### src/rtl/control_pkg.sv
// Shared definitions for the multicycle control unit.
// Holds the instruction opcodes, ALU function codes, Bus B source codes,
// the FSM state encoding and the execution class that the decoder reports.
package control_pkg;

  // Instruction opcodes (top four bits of the instruction word)
  localparam logic [3:0] OP_ADD   = 4'b0000;
  localparam logic [3:0] OP_SUB   = 4'b0001;
  localparam logic [3:0] OP_ADDI  = 4'b0010;
  localparam logic [3:0] OP_SUBI  = 4'b0011;
  localparam logic [3:0] OP_MUL2  = 4'b0100;
  localparam logic [3:0] OP_DIV2  = 4'b0101;
  localparam logic [3:0] OP_CLR   = 4'b0110;
  localparam logic [3:0] OP_RST   = 4'b0111;
  localparam logic [3:0] OP_MOV   = 4'b1000;
  localparam logic [3:0] OP_JMP   = 4'b1001;
  localparam logic [3:0] OP_OUT   = 4'b1010;
  localparam logic [3:0] OP_LOAD  = 4'b1011;
  localparam logic [3:0] OP_STORE = 4'b1100;
  localparam logic [3:0] OP_JZ    = 4'b1101;
  localparam logic [3:0] OP_ILL   = 4'b1110;
  localparam logic [3:0] OP_HALT  = 4'b1111;

  // ALU function selects
  localparam logic [3:0] G_ADD   = 4'b0000;
  localparam logic [3:0] G_SUB   = 4'b0001;
  localparam logic [3:0] G_MUL2  = 4'b0101;
  localparam logic [3:0] G_DIV2  = 4'b0110;
  localparam logic [3:0] G_PASSB = 4'b0111;

  // Bus B source selects
  localparam logic [1:0] MB_REG   = 2'b00;
  localparam logic [1:0] MB_CONST = 2'b01;

  typedef enum logic [1:0] {
    FETCH = 2'd0,
    EXEC  = 2'd1,
    HALT  = 2'd2
  } state_e;

  // How an instruction leaves EXEC
  typedef enum logic [2:0] {
    CLS_STEP = 3'd0,  // one cycle, then pc+1
    CLS_MEM  = 3'd1,  // wait for mem_ready, then pc+1
    CLS_OUT  = 3'd2,  // wait for out_ready, then pc+1
    CLS_JMP  = 3'd3,  // one cycle, pc <- target
    CLS_JZ   = 3'd4,  // one cycle, pc <- target if zero_flag else pc+1
    CLS_HALT = 3'd5   // enter HALT
  } op_class_e;

  // Opcodes whose result is written from the ALU through Bus F
  function automatic logic is_alu_write(input logic [3:0] op);
    return (op == OP_ADD)  || (op == OP_SUB)  || (op == OP_ADDI) ||
           (op == OP_SUBI) || (op == OP_MUL2) || (op == OP_DIV2) ||
           (op == OP_CLR)  || (op == OP_MOV);
  endfunction

endpackage

### src/rtl/instr_decoder.sv
// Combinational decode of the latched instruction into a datapath control
// vector. Outputs are raw decode only; the top gates them with the FSM state
// and the handshake inputs.
// Ports: ir_i (instruction register) in; register selects, ALU/bus selects,
// immediate, memory/output strobes, write kinds, illegal flag, execution
// class and jump target out.
module instr_decoder
  import control_pkg::*;
#(
  parameter int REG_ADDR_W = 3,
  parameter int DATA_W     = 8,
  localparam int IW        = 4 + 2 * REG_ADDR_W
) (
  input  logic [IW-1:0]           ir_i,
  output logic [REG_ADDR_W-1:0]   reg_a_sel_o,
  output logic [REG_ADDR_W-1:0]   reg_b_sel_o,
  output logic                    alu_write_o,
  output logic                    load_write_o,
  output logic                    reg_reset_o,
  output logic [3:0]              g_sel_o,
  output logic [1:0]              mb_sel_o,
  output logic                    mf_sel_o,
  output logic                    md_sel_o,
  output logic [DATA_W-1:0]       const_o,
  output logic                    mem_req_o,
  output logic                    mem_we_o,
  output logic                    out_valid_o,
  output logic                    illegal_o,
  output op_class_e               op_class_o,
  output logic [2*REG_ADDR_W-1:0] target_o
);

  logic [3:0]            op_s;
  logic [REG_ADDR_W-1:0] a_s;
  logic [REG_ADDR_W-1:0] b_s;
  logic                  alu_wr_s;

  assign op_s     = ir_i[IW-1:IW-4];
  assign a_s      = ir_i[2*REG_ADDR_W-1:REG_ADDR_W];
  assign b_s      = ir_i[REG_ADDR_W-1:0];
  assign alu_wr_s = is_alu_write(op_s);
  assign target_o = ir_i[2*REG_ADDR_W-1:0];

  // Opcode decode into selects, strobes and execution class
  always_comb begin
    reg_a_sel_o  = '0;
    reg_b_sel_o  = '0;
    load_write_o = 1'b0;
    reg_reset_o  = 1'b0;
    g_sel_o      = 4'b0000;
    mb_sel_o     = MB_REG;
    const_o      = '0;
    mem_req_o    = 1'b0;
    mem_we_o     = 1'b0;
    out_valid_o  = 1'b0;
    illegal_o    = 1'b0;
    op_class_o   = CLS_STEP;
    case (op_s)
      OP_ADD: begin
        reg_a_sel_o = a_s;
        reg_b_sel_o = b_s;
        g_sel_o     = G_ADD;
      end
      OP_SUB: begin
        reg_a_sel_o = a_s;
        reg_b_sel_o = b_s;
        g_sel_o     = G_SUB;
      end
      OP_ADDI: begin
        reg_a_sel_o = a_s;
        g_sel_o     = G_ADD;
        mb_sel_o    = MB_CONST;
        const_o     = DATA_W'(b_s);
      end
      OP_SUBI: begin
        reg_a_sel_o = a_s;
        g_sel_o     = G_SUB;
        mb_sel_o    = MB_CONST;
        const_o     = DATA_W'(b_s);
      end
      OP_MUL2: begin
        reg_a_sel_o = a_s;
        g_sel_o     = G_MUL2;
      end
      OP_DIV2: begin
        reg_a_sel_o = a_s;
        g_sel_o     = G_DIV2;
      end
      OP_CLR: begin
        // PASSB of a zero immediate clears A
        reg_a_sel_o = a_s;
        g_sel_o     = G_PASSB;
        mb_sel_o    = MB_CONST;
      end
      OP_RST: begin
        reg_reset_o = 1'b1;
      end
      OP_MOV: begin
        reg_a_sel_o = a_s;
        reg_b_sel_o = b_s;
        g_sel_o     = G_PASSB;
      end
      OP_JMP: begin
        op_class_o = CLS_JMP;
      end
      OP_OUT: begin
        reg_a_sel_o = a_s;
        out_valid_o = 1'b1;
        op_class_o  = CLS_OUT;
      end
      OP_LOAD: begin
        // md_sel stays 0 so Bus D carries memory data
        reg_a_sel_o  = a_s;
        reg_b_sel_o  = b_s;
        mem_req_o    = 1'b1;
        load_write_o = 1'b1;
        op_class_o   = CLS_MEM;
      end
      OP_STORE: begin
        reg_a_sel_o = a_s;
        reg_b_sel_o = b_s;
        mem_req_o   = 1'b1;
        mem_we_o    = 1'b1;
        op_class_o  = CLS_MEM;
      end
      OP_JZ: begin
        op_class_o = CLS_JZ;
      end
      OP_ILL: begin
        illegal_o = 1'b1;
      end
      OP_HALT: begin
        op_class_o = CLS_HALT;
      end
      default: begin
        illegal_o = 1'b1;
      end
    endcase
  end

  assign alu_write_o = alu_wr_s;
  assign mf_sel_o    = alu_wr_s;
  assign md_sel_o    = alu_wr_s;

endmodule

### src/rtl/multicycle_control_unit.sv
// Multicycle control unit: fetches instructions over a valid/ready handshake,
// holds the program counter and instruction register, and sequences the
// datapath through FETCH/EXEC/HALT.
// Ports: clk/rst (sync, active-high); instr_req/instr_valid/instruction/pc
// fetch interface; zero_flag from the datapath; register selects, one-hot
// write_enable, reg_reset, ALU and bus selects, constant_in; mem_req/mem_we/
// mem_ready and out_valid/out_ready handshakes; illegal and halted status.
module multicycle_control_unit
  import control_pkg::*;
#(
  parameter int REG_ADDR_W = 3,
  parameter int DATA_W     = 8,
  parameter int PC_W       = 8,
  localparam int NUM_REGS  = 2 ** REG_ADDR_W,
  localparam int IW        = 4 + 2 * REG_ADDR_W
) (
  input  logic                  clk,
  input  logic                  rst,
  output logic                  instr_req,
  input  logic                  instr_valid,
  input  logic [IW-1:0]         instruction,
  output logic [PC_W-1:0]       pc,
  input  logic                  zero_flag,
  output logic [REG_ADDR_W-1:0] reg_a_select,
  output logic [REG_ADDR_W-1:0] reg_b_select,
  output logic [NUM_REGS-1:0]   write_enable,
  output logic                  reg_reset,
  output logic [3:0]            g_select,
  output logic [1:0]            mb_select,
  output logic                  mf_select,
  output logic                  md_select,
  output logic [DATA_W-1:0]     constant_in,
  output logic                  mem_req,
  output logic                  mem_we,
  input  logic                  mem_ready,
  output logic                  out_valid,
  input  logic                  out_ready,
  output logic                  illegal,
  output logic                  halted
);

  state_e          state_q, state_d;
  logic [IW-1:0]   ir_q, ir_d;
  logic [PC_W-1:0] pc_q, pc_d;

  logic [REG_ADDR_W-1:0]   dec_ra_s, dec_rb_s;
  logic                    dec_alu_wr_s, dec_load_wr_s, dec_rreset_s;
  logic [3:0]              dec_g_s;
  logic [1:0]              dec_mb_s;
  logic                    dec_mf_s, dec_md_s;
  logic [DATA_W-1:0]       dec_const_s;
  logic                    dec_mreq_s, dec_mwe_s, dec_oval_s, dec_ill_s;
  op_class_e               dec_class_s;
  logic [2*REG_ADDR_W-1:0] dec_target_s;

  logic [PC_W-1:0]     pc_inc_s;
  logic [PC_W-1:0]     pc_target_s;
  logic [NUM_REGS-1:0] dest_onehot_s;

  instr_decoder #(
    .REG_ADDR_W (REG_ADDR_W),
    .DATA_W     (DATA_W)
  ) u_decoder (
    .ir_i         (ir_q),
    .reg_a_sel_o  (dec_ra_s),
    .reg_b_sel_o  (dec_rb_s),
    .alu_write_o  (dec_alu_wr_s),
    .load_write_o (dec_load_wr_s),
    .reg_reset_o  (dec_rreset_s),
    .g_sel_o      (dec_g_s),
    .mb_sel_o     (dec_mb_s),
    .mf_sel_o     (dec_mf_s),
    .md_sel_o     (dec_md_s),
    .const_o      (dec_const_s),
    .mem_req_o    (dec_mreq_s),
    .mem_we_o     (dec_mwe_s),
    .out_valid_o  (dec_oval_s),
    .illegal_o    (dec_ill_s),
    .op_class_o   (dec_class_s),
    .target_o     (dec_target_s)
  );

  // pc_q + 1 wraps naturally at PC_W bits
  assign pc_inc_s      = pc_q + PC_W'(1);
  assign pc_target_s   = PC_W'(dec_target_s);
  // Destination comes from IR.A, never from the live select outputs
  assign dest_onehot_s = NUM_REGS'(1) << ir_q[2*REG_ADDR_W-1:REG_ADDR_W];

  // State, program counter and instruction register
  always_ff @(posedge clk) begin
    if (rst) begin
      state_q <= FETCH;
      pc_q    <= '0;
      ir_q    <= '0;
    end else begin
      state_q <= state_d;
      pc_q    <= pc_d;
      ir_q    <= ir_d;
    end
  end

  // Next-state, next-pc and instruction latch
  always_comb begin
    state_d = state_q;
    pc_d    = pc_q;
    ir_d    = ir_q;
    case (state_q)
      FETCH: begin
        if (instr_valid) begin
          ir_d    = instruction;
          state_d = EXEC;
        end else begin
          state_d = FETCH;
        end
      end
      EXEC: begin
        case (dec_class_s)
          CLS_STEP: begin
            pc_d    = pc_inc_s;
            state_d = FETCH;
          end
          CLS_MEM: begin
            if (mem_ready) begin
              pc_d    = pc_inc_s;
              state_d = FETCH;
            end else begin
              state_d = EXEC;
            end
          end
          CLS_OUT: begin
            if (out_ready) begin
              pc_d    = pc_inc_s;
              state_d = FETCH;
            end else begin
              state_d = EXEC;
            end
          end
          CLS_JMP: begin
            pc_d    = pc_target_s;
            state_d = FETCH;
          end
          CLS_JZ: begin
            if (zero_flag) begin
              pc_d = pc_target_s;
            end else begin
              pc_d = pc_inc_s;
            end
            state_d = FETCH;
          end
          CLS_HALT: begin
            state_d = HALT;
          end
          default: begin
            state_d = FETCH;
          end
        endcase
      end
      HALT: begin
        state_d = HALT;
      end
      default: begin
        state_d = FETCH;
      end
    endcase
  end

  // Output decode: everything is zero outside the state that drives it
  always_comb begin
    instr_req    = 1'b0;
    pc           = '0;
    reg_a_select = '0;
    reg_b_select = '0;
    write_enable = '0;
    reg_reset    = 1'b0;
    g_select     = 4'b0000;
    mb_select    = 2'b00;
    mf_select    = 1'b0;
    md_select    = 1'b0;
    constant_in  = '0;
    mem_req      = 1'b0;
    mem_we       = 1'b0;
    out_valid    = 1'b0;
    illegal      = 1'b0;
    halted       = 1'b0;
    case (state_q)
      FETCH: begin
        instr_req = 1'b1;
        pc        = pc_q;
      end
      EXEC: begin
        pc           = pc_q;
        reg_a_select = dec_ra_s;
        reg_b_select = dec_rb_s;
        reg_reset    = dec_rreset_s;
        g_select     = dec_g_s;
        mb_select    = dec_mb_s;
        mf_select    = dec_mf_s;
        md_select    = dec_md_s;
        constant_in  = dec_const_s;
        mem_req      = dec_mreq_s;
        mem_we       = dec_mwe_s;
        out_valid    = dec_oval_s;
        illegal      = dec_ill_s;
        // LOAD writes back only in the cycle the memory answers
        if (dec_alu_wr_s || (dec_load_wr_s && mem_ready)) begin
          write_enable = dest_onehot_s;
        end else begin
          write_enable = '0;
        end
      end
      HALT: begin
        halted = 1'b1;
      end
      default: begin
        halted = 1'b0;
      end
    endcase
  end

endmodule

### config.mk
export PLATFORM = sky130hd
export DESIGN_NAME = multicycle_control_unit
export DESIGN_NICKNAME = d
export VERILOG_FILES = /design/src/rtl/control_pkg.sv /design/src/rtl/instr_decoder.sv /design/src/rtl/multicycle_control_unit.sv
export SDC_FILE = /design/constraint.sdc
export NUM_CORES = 1
export LEC_CHECK = 0
export ABC_CLOCK_PERIOD_IN_PS = 1720
export CORE_ASPECT_RATIO = 0.7
export CORE_MARGIN = 1.5
export CORE_UTILIZATION = 30
export CTS_BUF_LIST = sky130_fd_sc_hd__clkbuf_4 sky130_fd_sc_hd__clkbuf_8 sky130_fd_sc_hd__clkbuf_16
export CTS_CLUSTER_DIAMETER = 60
export DETAILED_ROUTE_END_ITERATION = 10
export PLACE_DENSITY_LB_ADDON = 0.15
export SLEW_MARGIN = 25
export SYNTH_ARGS = -nofsm -noshare
export SYNTH_HDL_FRONTEND = slang
export SYNTH_SLANG_ARGS = --single-unit
### constraint.sdc
create_clock -name clk -period 1.72 [get_ports clk]
set_input_delay 0.344 -clock clk [delete_from_list [all_inputs] [get_ports clk]]
set_output_delay 0.344 -clock clk [all_outputs]
set_load 0.01 [all_outputs]
==> results.md, run 1 <==
STA:
- The post-layout worst setup margin is -0.1783 ns.
- The final hold slack is ~0.46 ns.
- The final number of max-transition violations is 0.
- Setup violations remaining at the end of the flow were counted as 24.
- Setup repair after global routing could not meet its margin everywhere.
- The minimum period implied by the final worst setup slack is 1.898 ns.
- Of the available clock period, the critical path in the final layout requires 1.104.
- Adding up every negative setup slack in the final design gives -2.505 ns.
- Headroom to the max-slew limit came out at 0.6244.
- The count of endpoints failing hold in the final timing report was 0.
- The pin slew with the least headroom to its limit is 0.5617 ns.
- Timing would allow up to ~530 MHz.
- The setup clock skew after layout is slightly above 0.006 ns.

Finish:
- Once layout is complete, the utilization of the core stands at 0.5882.
- The share of post-route cells with drive strength above 1 is 0.4519.
- The total area of multi-input combinational cells is ~1300 um2.
- Across the whole layout, storage elements account for between 400 and 500 um2.
- The layout has around 460 filler cells.
- Relative to the synthesized area, the layout overhead comes to 87.80%.
- The number of antenna repair diodes is 0.
- The final layout net count is 330.
- Leaving out fill and tap cells, the most frequent cell in the layout is buf_4.
- Leaving out fill and tap cells, the most frequent cells in the layout are 33 x buf_4, 27 x nand2_1, 24 x buf_2, 20 x nor2_1, 20 x buf_6.

Pwr:
- Dividing total power by cell area gives a power density of around 490 nW/um2.
- Across the VDD grid, the largest voltage drop is about 240 uV.
- The leakage power is ~1.2 nW.

Floorplanning:
- The number of top-level design ports is between 60 and 70.
- The die area is approximately 5400 um2.
- The area of the core is 4782 um2.
- The die extent in y is just over 60 um.
- The die boundary width is 87.45 um.
- For this configuration, the core starts out at a cell density of 0.3132.
- The standard-cell row count is 21.

Run status:
- The final reports fail on setup timing.
- The run finished, with violations left.

Synth:
- After synthesis the netlist holds a flip-flop and latch count of 20.
- In the synthesized netlist, the number of instances is around 220.
- The average footprint of a synthesized cell is around 7 um2.
- The share of synthesized area occupied by flip-flops and latches is 0.2673.
- The warning count from the yosys run is 0.
- The number of distinct library cells after synthesis is 42.
- The number of enable-type register cells in the synthesized netlist is 0.
- The summed instance area of the synthesized netlist is roughly 1500 um2.
- The flip-flop cell with the highest count after synthesis is dfxtp_1.
- For this run, asynchronously set or reset flops after synthesis account for 0.

Routing:
- The total wirelength of the detailed-routed design is between 5 and 6 mm.
- Before antenna repair, the detailed router went through 4 iterations.
- The initial DRC count is about 160.
- The post-route antenna net violation count is 0.
- The routed layout has 1916 vias.
- The per-cell via count in the routed design is 5.029.
- The number of DRC violations after detailed routing is 0.
- The final routed wire length divided by cell count is around 15 um.

Min path:
- The path class of the tightest hold or removal check is reg2reg.
- The worst hold path cell count is 2.

Global routing:
- In the global route stage, overall resource usage came out at 0.1994.
- The overall overflow remaining after global route is 0.
- The via count of the first global-routing pass came to roughly 1700.
- Entering global routing, the biggest net connects 15 pins.
- The initial antenna violation count is 0.
- The first global-routing pass estimated 8.583 mm of wire.

CTS:
- The H-tree depth is 1.
- The TritonCTS buffer count is 3.
- Clock-pin slew was measured on the worst setup and hold paths at 0.07 ns.
- TritonCTS built the clock tree.
- The buffer depth of the longest clock path is 2.
- The cell sitting at the root of the clock tree is a clkbuf_8.
- The clock latency on the worst-skew pair is around 0.26 ns.
- Hold repair after CTS inserted 0 buffers.
- The CTS sink count is 20.

Critical path:
- The worst setup path is captured at an output port.
- The worst-path maximum fanout is 8.
- The setup path with the least slack is of type reg2out.
- Counting cells, the worst reg-to-reg path comes to 5.
- STA classifies the critical path startpoint as a register.
- Data arrives at the worst endpoint at about 1.6 ns.
- The required time reported for the critical path endpoint is roughly 1.4 ns.

Job:
- Across the run, the number of max-cap violations was 0.

Placed design:
- At the end of routability-driven placement, the weighted congestion stood at about 0.9.
- The number of port buffers is 53.
- Summed over all nets, the half-perimeter wirelength after detailed placement is 3.740 mm.
- Before CTS, the worst setup slack after placement is -0.6810 ns.
==> flip-flops by register name, indices dropped and copies added, names as in the netlist <==
name,cells
ir_q,10
pc_q,8
state_q,2
==> stage by stage <==
stage	cell area (um2)	power, W	std cells
after detailed placement	2312	0.0008136	362
after floorplan	1521	0.0006662	224
after global placement	2312	0.0008124	362
final	2813	0.001392	381
after CTS	2517	0.001325	374
after global routing	2813	0.001455	381
==> per-layer routing <==
| layer | global-route usage | vias to the layer above | part of all wire |
|---|---|---|---|
| li1 | - | 943 | - |
| met1 | 0.3006 | 914 | 0.49 |
| met2 | 0.2971 | 54 | 0.46 |
| met3 | 0.04255 | 5 | 0.044 |
| met4 | 0.02579 | 0 | 0.0060 |
| met5 | 0 | - | 0 |
==> final timing paths <==
check / from / to / slack, ns
min reg2reg: ir_q[2] / ir_q[2] / 0.46
min: ir_q[2] / ir_q[2] / 0.46
max reg2reg: ir_q[7] / pc_q[0] / -0.13
max: ir_q[8] / write_enable[4] / -0.18
==> Yosys cell counts, types with 2 or more instances <==
library cell  instances  share of area
nor4_1                4          0.017
a21oi_1              22          0.074
and3_1                2         0.0084
nand4_1               3          0.013
nand2b_1             10          0.042
and3b_1               2          0.012
dfxtp_1              20           0.27
and2_1                5          0.021
inv_1                 5          0.013
nor4b_1               2          0.012
clkbuf_1             13          0.033
o21ai_0               4          0.013
nor2_1               25          0.063
buf_4                 9          0.045
a211oi_1              7          0.035
nand2_1              31          0.078
nor3_1                8          0.027
nor2b_1              11          0.046
nand3_1               5          0.017
nand3b_1              2          0.010
a31oi_1               3          0.013
o32ai_1               5          0.029
==> area by class of cell <==
class | instances | area share
repair buffers | 108 | 0.3221
clock inverters | 1 | 0.01068
well taps | 69 | 0.03069
multi-input cells | 175 | 0.4657
inverters | 5 | 0.006673
flip-flops and latches | 20 | 0.1495
clock buffers | 3 | 0.01468
==> power breakdown <==
| part | internal, W | switching [W] |
|---|---|---|
| combinational | 0.000203 | 0.000200 |
| sequential | 0.000480 | 0.0000297 |
| clock | 0.000311 | 0.000168 |
| total | 0.000994 | 0.000398 |
==> critical path: stages, from the launching register on <==
cell and delay (ns):
dfxtp_4 0.40, and4b_1 0.20, a211o_1 0.26, buf_4 0.15
nand3_2 0.09, nor3_2 0.05, buf_2 0.15
==> what timing repair did <==
item,CTS,global route
pin swaps,19,24
setup endpoints to repair,46,37
resized for setup,169,51
buffers inserted,8,6
cloned,0,1
==> cells by family after synthesis <==
family          Yosys count  share of synthesized area
flops                    20                     0.2673
xor+xnor                  2                    0.01170
simple gates            115                     0.3918
other cells               1                   0.002504
buf+inv                  29                    0.09607
compound gates           50                     0.2222
fa+ha+maj                 1                   0.008353
Note: power is estimated with default switching activity, not from simulation.
==> inputs of run 2 (changes only) <==
--- a/config.mk
+++ b/config.mk
@@ -8,7 +8,7 @@
 export ABC_CLOCK_PERIOD_IN_PS = 1720
 export CORE_ASPECT_RATIO = 0.7
 export CORE_MARGIN = 1.5
-export CORE_UTILIZATION = 30
+export CORE_UTILIZATION = 39
 export CTS_BUF_LIST = sky130_fd_sc_hd__clkbuf_4 sky130_fd_sc_hd__clkbuf_8 sky130_fd_sc_hd__clkbuf_16
 export CTS_CLUSTER_DIAMETER = 60
 export DETAILED_ROUTE_END_ITERATION = 10
==> run 2 against run 1 <==
Net effect: final cell count is 6.8% lower; clock skew shrank 0.00088 ns; cell area fell by 10%; utilization rose by 11 points; die area shrank 22%; register-to-register slack worse by 0.099 ns; hold slack gained 0.00089 ns; sequential power is essentially flat; wire length is 9.6% lower; via count down 0.10%; count of clock-buffer cells in the layout unchanged; highest routed layer unchanged; largest power group unchanged; the run still ends with setup timing left.
==> results.md, run 2 (synthesized netlist as in run 1, its figures left out) <==
CTS:
- The H-tree depth came to 1 (unchanged).
- The CTS sink count is 20 (unchanged).
- The clock root buffer master is clkbuf_8.
- The clock latency on the worst-skew pair was 0.27 ns (about the same).
- The buffer depth of the longest clock path was 2 (unchanged).
- TritonCTS built the clock tree.
- The TritonCTS buffer count is 3 (unchanged).
- The number of hold buffers added after cts came to 0 (unchanged).
- The clock transition at the registers of the reported paths was 0.08 ns (about the same).

STA:
- The post-layout worst setup margin was -0.2289 ns (-0.05058 ns).
- The pin slew with the least headroom to its limit is 0.4963 ns (-0.06535 ns).
- The final number of max-transition violations is 0 (unchanged).
- The timing-limited maximum frequency is 513.1 MHz (-2.6%).
- Setup repair after global routing could not meet its margin everywhere.
- The count of endpoints failing hold in the final timing report is 0 (unchanged).
- The setup clock skew after layout was 0.005209 ns (-0.0008817 ns).
- The minimum period implied by the final worst setup slack was 1.949 ns (+0.05058 ns).
- The final sum of negative setup slack is -3.050 ns (-0.5454 ns).
- The ratio of final minimum period to clock period is 1.133 (+0.02941).
- The final setup violation count was 27 (+13%).
- The worst slew slack as a fraction of its limit is 0.6679 (+0.04352).

Finish:
- The post-route cell area is 2520 um2 (-10%).
- The number of antenna repair diodes is 0 (unchanged).
- In the final layout, the registers with the most flip-flops are ir_q x10, pc_q x8, state_q x2.
- The register with the highest flop count is ir_q.
- The final layout net count was 323 (-2.1%).
- Leaving out fill and tap cells, the most frequent cells in the layout are 39 x buf_4, 30 x nand2_1, 23 x buf_2, 21 x a21oi_1, 19 x nor2_1.
- The layout-stage area growth over the synthesis result is 68.25%.
- The number of flip-flops under the largest register name was 10 (unchanged).
- The commonest non-fill, non-tap cell in the layout is buf_4.
- The share of post-route cells with drive strength above 1 is 0.3934 (-0.05848).

Min path:
- The worst hold path startpoint is ir_q[2].
- The type of the worst min-delay path is reg2reg.

Pwr:
- The largest vdd supply drop is 422.9 uV (+76%).
- The leakage power is 1.064 nW (-9.0%).
- The power density over the cells is 530.2 nW/um2 (+7.2%).

Global routing:
- The initial antenna violation count is 0 (unchanged).
- The maximum number of pins on one net before global-route repair is 15 (unchanged).
- The via count of the first global-routing pass is 1510 (-10%).
- The first-pass GRT wire length is 7.500 mm (-13%).
- The overall overflow remaining after global route was 0 (unchanged).
- The global-route usage over all layers is 0.2311 (+0.03172).

Critical path:
- The critical path endpoint category is a register.
- The required time reported for the critical path endpoint was 1.91 ns (+0.53 ns).
- The worst-path maximum fanout is 5 (-3).
- The startpoint identified for the worst register-to-register timing path is ir_q[6].
- The worst path arrival time is 2.14 ns (+0.59 ns).
- The critical setup path kind is reg2reg.
- STA classifies the critical path startpoint as a register.
- The critical path startpoint is ir_q[6].

Floorplanning:
- The die area came to 4227 um2 (-22%).
- The starting density of the core came to 0.4156 (+0.1024).
- The standard-cell row count came to 18 (-14%).
- The die extent in y was 54.85 um (-12%).
- The area of the core is 3603 um2 (-25%).
- The die boundary width was 77.07 um (-12%).
- The number of top-level design ports was 61 (unchanged).

Routing:
- The total wirelength of the detailed-routed design is 5.087 mm (-9.6%).
- The number of DRC violations after detailed routing came to 0 (unchanged).
- The post-route antenna net violation count is 0 (unchanged).
- The final routed wire length divided by cell count is 14.33 um (-3.0%).
- The initial DRC count came to 118 (-26%).
- The overall via count from detail_route was 1914 (-0.10%).
- The per-cell via count in the routed design is 5.392 (+7.2%).
- The number of detailed-route iterations in the first pass is 4 (unchanged).

Run status:
- The run finished, with violations left.
- The final reports fail on setup timing.

Placed design:
- The final weighted congestion in routability-driven placement is 0.9439 (+6.5%).
- The number of port buffers was 53 (unchanged).
- The total cell area at the placement stage was 2266 um2 (-2.0%).
- The half-perimeter wire length after detailed placement is 3.531 mm (-5.6%).

Job:
- The number of violations of the max-capacitance limit was 0 (unchanged).
==> run 2: cell types whose count changed in the layout (fill, tap and decap cells not counted), sizes merged <==
cell,before,now
clkdlybuf4s15,0,3
clkdlybuf4s50,15,14
dlygate4sd2,10,12
clkbuf,7,4
buf,79,71
==> run 2: layout make-up <==
cell class,count,area [um2]
Fill cell,314,1084
Tap cell,50,62.56
Clock buffer,3,41.29
Sequential cell,20,417.9
Timing Repair Buffer,101,797.0
Clock inverter,1,30.03
Multi-Input combinational cell,175,1152
Inverter,5,18.77
==> run 2: final timing paths <==
check                           endpoint  slack (ns)  cells after the start
worst max-delay path             pc_q[0]       -0.23                      6
worst min-delay path             ir_q[2]        0.46                      2
worst max register to register   pc_q[0]       -0.23                      6
worst min register to register   ir_q[2]        0.46                      2
==> run 2: worst max-delay path, stage by stage (launching register included) <==
cell,delay (ns)
dfxtp_4,0.37
buf_6,0.13
and3_4,0.18
buf_6,0.12
o41a_1,0.43
or4_4,0.49
a31oi_1,0.16
==> run 2: stage by stage <==
stage / setup slack, ns / total power [W] / util / hold slack [ns] / cells
3_5_place_dp: -0.6042 / 0.0008062 / 0.6288 / 0.4491 / 340
2_1_floorplan: -0.07303 / 0.0006662 / - / 0.4363 / 224
3_3_place_gp: -0.5834 / 0.0008036 / 0.6288 / 0.4426 / 340
4_1_cts: -0.2302 / 0.001304 / 0.6684 / 0.4608 / 349
6_report: -0.2289 / 0.001336 / 0.6993 / 0.4590 / 355
5_1_grt: -0.2761 / 0.001395 / 0.6993 / 0.4993 / 355
==> run 2: routing by layer <==
metal  global-route usage  up-vias  share of wire
met5                    0        -              0
met4              0.07879        0          0.017
met3              0.04667       10          0.087
met2               0.3407       84           0.42
met1               0.3350      893           0.48
li1                     -      927              -
==> run 2: what timing repair did <==
item,in CTS,in global routing
buffers inserted,5,7
setup endpoints to repair,46,34
resized for setup,156,29
pin swaps,24,14
endpoints found under the hold margin,0,0
==> run 2: report_power, final <==
group	switching [W]	internal (W)	total [W]
Clock	0.000171	0.000311	0.000482
Combinational	0.000168	0.000173	0.000341
Sequential	0.0000322	0.000480	0.000512
Total	0.000371	0.000965	0.00134
==> inputs of run 3 (changes only) <==
--- a/config.mk
+++ b/config.mk
@@ -8,7 +8,7 @@
 export ABC_CLOCK_PERIOD_IN_PS = 1720
 export CORE_ASPECT_RATIO = 0.7
 export CORE_MARGIN = 1.5
-export CORE_UTILIZATION = 39
+export CORE_UTILIZATION = 42
 export CTS_BUF_LIST = sky130_fd_sc_hd__clkbuf_4 sky130_fd_sc_hd__clkbuf_8 sky130_fd_sc_hd__clkbuf_16
 export CTS_CLUSTER_DIAMETER = 60
 export DETAILED_ROUTE_END_ITERATION = 10
@@ -16,4 +16,5 @@
 export SLEW_MARGIN = 25
 export SYNTH_ARGS = -nofsm -noshare
 export SYNTH_HDL_FRONTEND = slang
+export SYNTH_HIERARCHICAL = 1
 export SYNTH_SLANG_ARGS = --single-unit
==> run 3 against run 2 <==
Net effect: the run still ends with setup timing left; power is 4.5% lower; sequential power is 0.8% higher; area after synthesis is 19% higher; final cell count is 7.3% higher; global-route usage is 0.82 points lower; register-to-register slack worse by 0.03 ns; combinational power is 18% higher; maximum frequency is 1.3% lower; clock skew is 0.00066 ns lower; sequential cell count stayed put; sequential share of layout area is 1.7 points lower; highest routed layer unchanged.
==> results.md, run 3 <==
CTS:
- The clock root buffer master is clkbuf_8.
- The TritonCTS buffer count is 3 (unchanged).
- The H-tree depth is 1 (unchanged).
- The buffer depth of the longest clock path came to 2 (unchanged).
- The clock latency on the worst-skew pair is 0.26 ns (about the same).
- The clock transition at the registers of the reported paths is 0.08 ns (about the same).
- The TritonCTS clock tree is yes.
- The CTS sink count is 20 (unchanged).

Critical path:
- The worst path arrival time is 2.11 ns (-0.03 ns).
- The dominant delay contributor by cell family on the critical path is compound AO/OA/AOI/OAI gates.
- The critical setup path kind is reg2reg.
- The total buffers and inverters traversed by the critical path is 3 (+1).
- The cell at the slowest stage of the critical path is dfxtp_4.
- Traced cell by cell, the critical path runs through buf_6 > a21boi_2 > o21a_2 > buf_4 > a31oi_2 > buf_12 > mux2i_1 > o32ai_2.
- The required time reported for the critical path endpoint is 1.86 ns (-0.05 ns).
- The critical path endpoint category is a register.
- The worst-path maximum fanout is 14 (+9).
- STA classifies the critical path startpoint as a register.
- The maximum cell stage delay along the critical path was 0.38 ns (-0.11 ns).

Synth:
- The biggest area contributor in the post-synthesis netlist is dfxtp_1.
- In the post-synthesis netlist, the cell with the most instances is and2_1.
- The number of register bits inferred by synthesis is 20 (unchanged).
- The fraction of registers with async set/reset is 0 (unchanged).
- For this run, the leading register cell type out of synthesis is dfxtp_1.
- The gate count after technology mapping came to 246 (+13%).
- The warning count from the yosys run is 6 (+6).
- The average footprint of a synthesized cell was 7.273 um2 (+5.9%).
- The area fraction of the dominant cell type after synthesis is 0.2238 (-0.04356).
- The number of enable-type register cells in the synthesized netlist is 0 (unchanged).
- The number of distinct library cells after synthesis came to 51 (+21%).
- Yosys attributes the largest share of cell area to dfxtp_1 22%, and2_1 12%, buf_4 7.6%, nand2_1 6.3%, a21oi_1 5.9%.
- The summed instance area of the synthesized netlist was 1789 um2 (+19%).
- The share of synthesized area occupied by flip-flops and latches is 0.2238 (-0.04356).
- The commonest cells after synthesis are 34 x and2_1, 30 x nand2_1, 26 x nor2_1.

Job:
- The number of violations of the max-capacitance limit was 0 (unchanged).

STA:
- The final hold slack is 0.5015 ns (+0.04246 ns).
- The post-layout worst setup margin is -0.2551 ns (-0.02618 ns).
- The final number of max-transition violations was 0 (unchanged).
- The setup clock skew after layout is 0.004550 ns (-0.0006592 ns).
- Setup repair after global routing could not meet its margin everywhere.
- The minimum period implied by the final worst setup slack was 1.975 ns (+0.02618 ns).
- The timing-limited maximum frequency is 506.3 MHz (-1.3%).
- The final sum of negative setup slack is -4.053 ns (-1.003 ns).
- The ratio of final minimum period to clock period is 1.148 (+0.01522).
- The final setup violation count is 30 (+11%).
- The count of endpoints failing hold in the final timing report came to 0 (unchanged).

Placed design:
- The final weighted congestion in routability-driven placement is 0.7569 (-20%).
- The number of port buffers is 53 (unchanged).
- The total cell area at the placement stage is 2549 um2 (+12%).
- The half-perimeter wire length after detailed placement was 3.464 mm (-1.9%).
- The cell count after placement was 364 (+7.1%).

Finish:
- In the layout the commonest cells are 32 x buf_4, 28 x and2_1, 28 x nand2_1, 25 x buf_2, 20 x nor2_1.
- The commonest non-fill, non-tap cell in the layout is buf_4.
- More flip-flops sit in one register than any other, and that register is ir_q.
- The largest registers in the layout are ir_q x10, pc_q x8, state_q x2.
- The share of post-route cells with drive strength above 1 came to 0.4529 (+0.05944).
- From synthesis to final layout, the design area changed by 56.57%.
- The number of fill cells came to 305 (-2.9%).
- The register area came to 417.9 um2 (unchanged).
- The final layout net count is 347 (+7.4%).
- The post-route cell area is 2801 um2 (+11%).
- The non-filler instance count after layout is 381 (+7.3%).
- The number of flip-flops under the largest register name came to 10 (unchanged).
- The total area of multi-input combinational cells is 1363 um2 (+18%).
- The number of antenna repair diodes is 0 (unchanged).

Pwr:
- The clock network power share is 0.281 (-0.080).
- The largest vdd supply drop is 422.2 uV (-0.15%).
- The switching part of the total power is 0.2920 (+0.01409).
- The leakage power is 1.248 nW (+17%).
- The share of power burned in combinational logic is 0.315 (+0.060).
- The total power of the final layout is 0.001276 W (-4.5%).
- The total net switching power is 0.0003725 W (+0.31%).
- The internal power came to 0.0009031 W (-6.4%).
- The power density over the cells is 455.3 nW/um2 (-14%).
- The portion of total power attributed to sequential cells is 0.404 (+0.020).

Routing:
- The overall via count from detail_route is 1959 (+2.4%).
- The post-route antenna net violation count is 0 (unchanged).
- The total wirelength of the detailed-routed design was 5.393 mm (+6.0%).
- The number of DRC violations after detailed routing is 0 (unchanged).
- The final routed wire length divided by cell count was 14.15 um (-1.2%).
- The initial DRC count is 109 (-7.6%).
- The number of detailed-route iterations in the first pass was 4 (unchanged).
- The per-cell via count in the routed design was 5.142 (-4.6%).

Global routing:
- The global-route usage over all layers is 0.2229 (-0.008185).
- The first-pass GRT wire length came to 8.059 mm (+7.5%).
- The overall overflow remaining after global route was 0 (unchanged).
- The initial antenna violation count was 0 (unchanged).
- The maximum number of pins on one net before global-route repair came to 15 (unchanged).
- The via count of the first global-routing pass is 1702 (+13%).

Floorplanning:
- The starting density of the core was 0.4480 (+0.03237).
- The area of the core is 3994 um2 (+11%).
- The die area was 4667 um2 (+10%).
- The die boundary width came to 81.01 um (+5.1%).
- The die extent in y is 57.61 um (+5.0%).
- The standard-cell row count is 19 (+1).
- The number of top-level design ports came to 61 (unchanged).

Min path:
- The tightest min-delay check is of the reg2reg type.

Run status:
- The flow ran to the end, but the final reports show violations.
- The final reports fail on setup timing.
run 3: final timing paths:
path	start	endpoint	slack (ns)	depth (start not counted)
setup / recovery	ir_q[6]	pc_q[4]	-0.26	8
hold / removal	ir_q[1]	ir_q[1]	0.50	2
setup reg to reg	ir_q[6]	pc_q[4]	-0.26	8
hold reg to reg	ir_q[1]	ir_q[1]	0.50	2
run 3: final cells by class:
class | instances | share of cell area
well taps | 52 | 0.02322
multi-input cells | 190 | 0.4864
clock buffers | 4 | 0.01965
repair buffers | 103 | 0.3055
inverters | 12 | 0.01608
flip-flops and latches | 20 | 0.1492
run 3: tightest hold or removal path, delay by kind of cell, from the launching register on:
family          cells  cell delay (ns)
compound gates      1             0.05
simple gates        1             0.06
flops               1             0.34
run 3: logic make-up after synthesis:
group | synth area share
buffers and inverters | 0.1322
muxes | 0.05454
DFF | 0.2238
AOI/OAI and AO/OA | 0.1818
and+or+nand+nor | 0.3986
other | 0.002096
adders and majority gates | 0.006992
run 3: repair_timing:
item | 4_1_cts | 5_1_grt
pin swaps | 14 | 21
endpoints found under the setup margin | 46 | 37
resized for setup | 160 | 36
cloned | 2 | 0
buffers inserted | 7 | 7
hold buffers | 0 | 0
run 3: metrics by stage:
step | setup slack [ns] | utilization
after floorplan | -0.1762 | -
after CTS | -0.1916 | 0.6613
after detailed placement | -0.5269 | 0.6382
after global placement | -0.4939 | 0.6382
final | -0.2551 | 0.7014
after global routing | -0.2984 | 0.7014
run 3: routing by layer:
| layer | vias up | global-route usage | part of all wire |
|---|---|---|---|
| li1 | 972 | - | - |
| met1 | 917 | 0.3194 | 0.47 |
| met2 | 64 | 0.3476 | 0.45 |
| met3 | 6 | 0.05039 | 0.068 |
| met4 | 0 | 0.03941 | 0.0076 |
| met5 | - | 0 | 0 |
run 3: power by group through the flow:
stage,clock network (W),logic [W],registers [W]
finish,0.000358,0.000401,0.000516
global route,0.000392,0.000433,0.000520
CTS,0.000362,0.000358,0.000514
detailed placement,0,0.000334,0.000520
global placement,0,0.000331,0.000520
floorplan,0,0.000211,0.000512
